File: src/rtl/pipe_stage_reg.sv
// pipe_stage_reg: parametrised pipeline stage register.
// Captures a WIDTH-bit payload and a valid bit on the falling edge of clk,
// honours stall/flush from the hazard unit, tracks occupancy in a small FSM
// and counts consecutive stalled edges so a stuck stage can be detected.
// Optional feature macro: PIPE_STAGE_REG_PERF_EN adds perf_stalls and
// perf_flushes event counters (cleared only by rst, wrap modulo 2^32).
module pipe_stage_reg #(
  parameter int unsigned      WIDTH       = 32,
  parameter logic [WIDTH-1:0] RESET_VAL   = '0,
  parameter int unsigned      STALL_LIMIT = 16
) (
  input  logic             clk,
  input  logic             rst,
  input  logic             stall,
  input  logic             flush,
  input  logic             valid_in,
  input  logic [WIDTH-1:0] d,
  output logic [WIDTH-1:0] q,
  output logic             valid_out,
  output logic [7:0]       stall_cnt,
  output logic             stall_timeout,
  output logic [1:0]       state
`ifdef PIPE_STAGE_REG_PERF_EN
  ,
  output logic [31:0]      perf_stalls,
  output logic [31:0]      perf_flushes
`endif
);

  typedef enum logic [1:0] {
    EMPTY   = 2'b00,
    FULL    = 2'b01,
    HELD    = 2'b10,
    TIMEOUT = 2'b11
  } state_t;

  localparam logic [7:0] LIMIT = 8'(STALL_LIMIT);

  state_t     state_r;
  logic [7:0] cnt_inc;
  logic       timeout_next;

  assign state = state_r;

  // Saturating increment of the stall counter and the limit comparison it feeds.
  always_comb begin
    cnt_inc      = (stall_cnt == 8'hFF) ? 8'hFF : stall_cnt + 8'd1;
    timeout_next = (cnt_inc >= LIMIT);
  end

  // Payload, valid, stall counter and FSM state; priority rst > flush > stall > load.
  // NOTE: every register here updates with <= so all of them see the pre-edge
  // values of one another; a blocking = would let later lines read new values.
  always_ff @(negedge clk) begin
    if (rst) begin
      q             <= RESET_VAL;
      valid_out     <= 1'b0;
      stall_cnt     <= 8'd0;
      stall_timeout <= 1'b0;
      state_r       <= EMPTY;
    end else if (flush) begin
      q             <= RESET_VAL;
      valid_out     <= 1'b0;
      stall_cnt     <= 8'd0;
      stall_timeout <= 1'b0;
      state_r       <= EMPTY;
    end else if (stall) begin
      // Contents hold; the state reports whether the limit has been reached.
      stall_cnt     <= cnt_inc;
      stall_timeout <= timeout_next;
      state_r       <= timeout_next ? TIMEOUT : HELD;
    end else begin
      q             <= d;
      valid_out     <= valid_in;
      stall_cnt     <= 8'd0;
      stall_timeout <= 1'b0;
      state_r       <= valid_in ? FULL : EMPTY;
    end
  end

`ifdef PIPE_STAGE_REG_PERF_EN
  // Event counters; a stall coinciding with a flush is counted as a flush only.
  always_ff @(negedge clk) begin
    if (rst) begin
      perf_stalls  <= 32'd0;
      perf_flushes <= 32'd0;
    end else if (flush) begin
      perf_flushes <= perf_flushes + 32'd1;
    end else if (stall) begin
      perf_stalls  <= perf_stalls + 32'd1;
    end
  end
`endif

endmodule

File: config.mk
export PLATFORM = sky130hd
export DESIGN_NAME = pipe_stage_reg
export DESIGN_NICKNAME = d
export VERILOG_FILES = /design/src/rtl/pipe_stage_reg.sv
export SDC_FILE = /design/constraint.sdc
export NUM_CORES = 1
export LEC_CHECK = 0
export ABC_AREA = 0
export CORE_ASPECT_RATIO = 1.1
export CORE_UTILIZATION = 34
export DETAILED_ROUTE_END_ITERATION = 10
export PLACE_DENSITY = 0.72
export REMOVE_ABC_BUFFERS = 1
export SLEW_MARGIN = 20
export SYNTH_ARGS = -nofsm -noshare
export SYNTH_HDL_FRONTEND = slang
export SYNTH_SLANG_ARGS = --single-unit
File: constraint.sdc
create_clock -name clk -period 1.6 [get_ports clk]
set_input_delay 0.24 -clock clk [delete_from_list [all_inputs] [get_ports clk]]
set_output_delay 0.24 -clock clk [all_outputs]
set_load 0.01 [all_outputs]
==> flow_summary.yaml <==
clocking:
  h-tree-depth: 2
  postCtsHoldBufs: 0
  cts-buffers-inserted: 5
  insertion_delay_ns: 0.36
  cts_buffer_depth: 2
  cts.sinks: 44
  root_buffer: "clkbuf_8"
  clk_pin_slew_ns: 0.07
  cts_tree: "done"
placed_design:
  post-dp-hpwl_mm: 3.179
  dp.cells: 273
  port_buffers: 80
  place.gp.congestion: 0.8302
  place_ws_ns: -0.6993
floorplanning:
  chipWidth_microns: 64.46
  die_area_sq_um: 4557
  rows: 24
  io_pins: 81
  fp.coreArea_sq_um: 4024
  start_util_pct: 36.26
  die_h_microns: 70.70
setup_path:
  critical_path.cell_chain: "buf_6"
  cp.arrival_ns: 1.65
  cp-end-kind: "output pin"
  crit_type: "flop to output pin"
  slowest_stage: "dfxtp_2"
  critPathMaxStageDelay_ns: 0.35
  path_buf_inv: 1
  crit_fanout: 2
  worstPathRequired_ns: 1.36
  crit_path_start_kind: "flop"
  cpLargestDelayFamily: "flip-flops"
sta:
  worstMarginPinSlew_ns: 0.2699
  finalMaxSlewViolations: 0
  grt_setup_unrepaired: "yes"
  fin_setup_tns_ns: -10.49
  relSlewSlack_pct: 81.95
  skew_ns: 0.01221
  setup_viol: 46
  timing.hold.ws_ns: 0.4694
  fin_ws_ns: -0.2873
  hold_viol: 0
route:
  num_vias: 1700
  first_pass_iters: 4
  wl_per_cell_microns: 16.17
  drc_errors: 0
  via_per_inst: 4.928
  ant_nets: 0
  drt_iter0_drc: 59
  finalWirelength_mm: 5.580
logic_synthesis:
  syn_area_sq_um: 1459
  syn_inst: 126
  yosysUniqueCellTypes: 26
  ys_seq_elements: 44
  synth.yosys.seq_area_share_pct: 60.38
  yosysWarnings: 0
  synth_top_area_share_pct: 60.38
  yosys-top-cells-area: "dfxtp_1, a22o_1, a21oi_1, buf_2, nand2_1"
  synth_top_area_cell: "dfxtp_1"
  avgSynthCellArea_sq_um: 11.58
flow_run:
  cap_violations: 0
pwr:
  total_leakage_power_nw: 1.528
  ir_drop_uv: 742.8
  power_density_nw_per_um2: 850.2
global_routing:
  grt_util_all_layers_pct: 23.13
  grt_pass1_wl_mm: 8.073
  antenna_found_initial: 0
  grt_pass1_vias: 1816
  grt_max_degree: 26
  grt-ovfl-total: 0
finish:
  area_growth_pct: 113.1
  instances_no_fill: 345
  fin_util_pct: 77.27
  layout_common_cells: "buf_6, inv_1, dfxtp_2, clkdlybuf4s50_1, buf_4"
  fin_nets: 331
  mostFrequentLayoutCell: "buf_6"
  drive_above_1_share_pct: 50.85
  diodes: 0
status:
  status: "finished with violations"
  failed_checks: "negative setup slack"
hold_path:
  hp-class: "flop to flop"
cell type report:
class	instances	area, sq um
Tap cell	52	65.06
Timing Repair Buffer	124	1281
Inverter	2	10.01
Sequential cell	44	934.6
Clock inverter	46	177.7
Clock buffer	5	68.82
Multi-Input combinational cell	72	571.8
Fill cell	255	914.6
per-layer routing:
| metal | wire [microns] | vias up | global-route usage, % |
|---|---|---|---|
| met4 | 121 | 0 | 12.35 |
| met1 | 2079 | 811 | 23.56 |
| met3 | 318 | 13 | 7.581 |
| li1 | - | 804 | - |
| met5 | 0 | - | 0 |
| met2 | 3061 | 72 | 41.40 |
where the power goes:
part / total [W] / internal, W / switching [W]
Combinational: 0.000300 / 0.000203 / 0.0000974
Sequential: 0.00116 / 0.00114 / 0.0000232
Clock: 0.00118 / 0.000447 / 0.000734
sequential cells by signal, indices dropped and copies added (netlist names):
| signal | cells |
|---|---|
| stall_timeout | 1 |
| q | 32 |
| state | 2 |
| stall_cnt | 8 |
| valid_out | 1 |
logic make-up (layout without fill, tap and decap cells):
group	Yosys count	after routing	share of synthesized area [%]
AO/OA/AOI/OAI	46	46	25.39
XOR/XNOR	4	4	2.402
adder cells (fa/ha/maj)	1	1	0.8575
buffers and inverters	10	177	3.002
flip-flops	44	44	60.38
AND/OR/NAND/NOR	21	21	7.977
metrics by stage:
stage                     total power, W  cell area (sq um)
after global routing            0.002834               3109
final                           0.002643               3109
after global placement          0.001579               2489
after detailed placement        0.001587               2489
after CTS                       0.002609               2983
after floorplan                 0.001395               1426
final timing paths:
| check | startpoint | to | slack (ns) | cells past startpoint |
|---|---|---|---|---|
| setup reg to reg | stall_cnt[1]$_SDFF_NP0_ | state[0]$_SDFF_NP0_ | -0.06 | 6 |
| setup / recovery | q[6]$_SDFFE_NP0N_ | q[6] | -0.29 | 1 |
| hold / removal | q[20]$_SDFFE_NP0N_ | q[20]$_SDFFE_NP0N_ | 0.47 | 1 |
| hold reg to reg | q[20]$_SDFFE_NP0N_ | q[20]$_SDFFE_NP0N_ | 0.47 | 1 |
repair_timing:
action | 4_1_cts | 5_1_grt
pin swaps | 4 | 9
cloned | 1 | 3
gates resized for setup | 281 | 6
endpoints found under the setup margin | 88 | 77
buffers inserted | 12 | 7
cell usage after synthesis:
master,instances
inv_2,1
or2_1,1
o21ai_0,1
a221oi_2,1
nand3_1,4
or3_1,1
xnor2_1,2
o21bai_1,1
nand2_1,6
o21ai_1,2
nor2_1,3
a21oi_1,7
xor2_1,2
dfxtp_1,44
nor3_2,1
clkbuf_1,2
ha_1,1
o311a_1,1
inv_1,2
a21o_1,1
nand4_1,2
a22o_1,32
buf_2,5
and3_4,1
and3_1,1
and4_2,1
(Power assumes the default switching activity.)
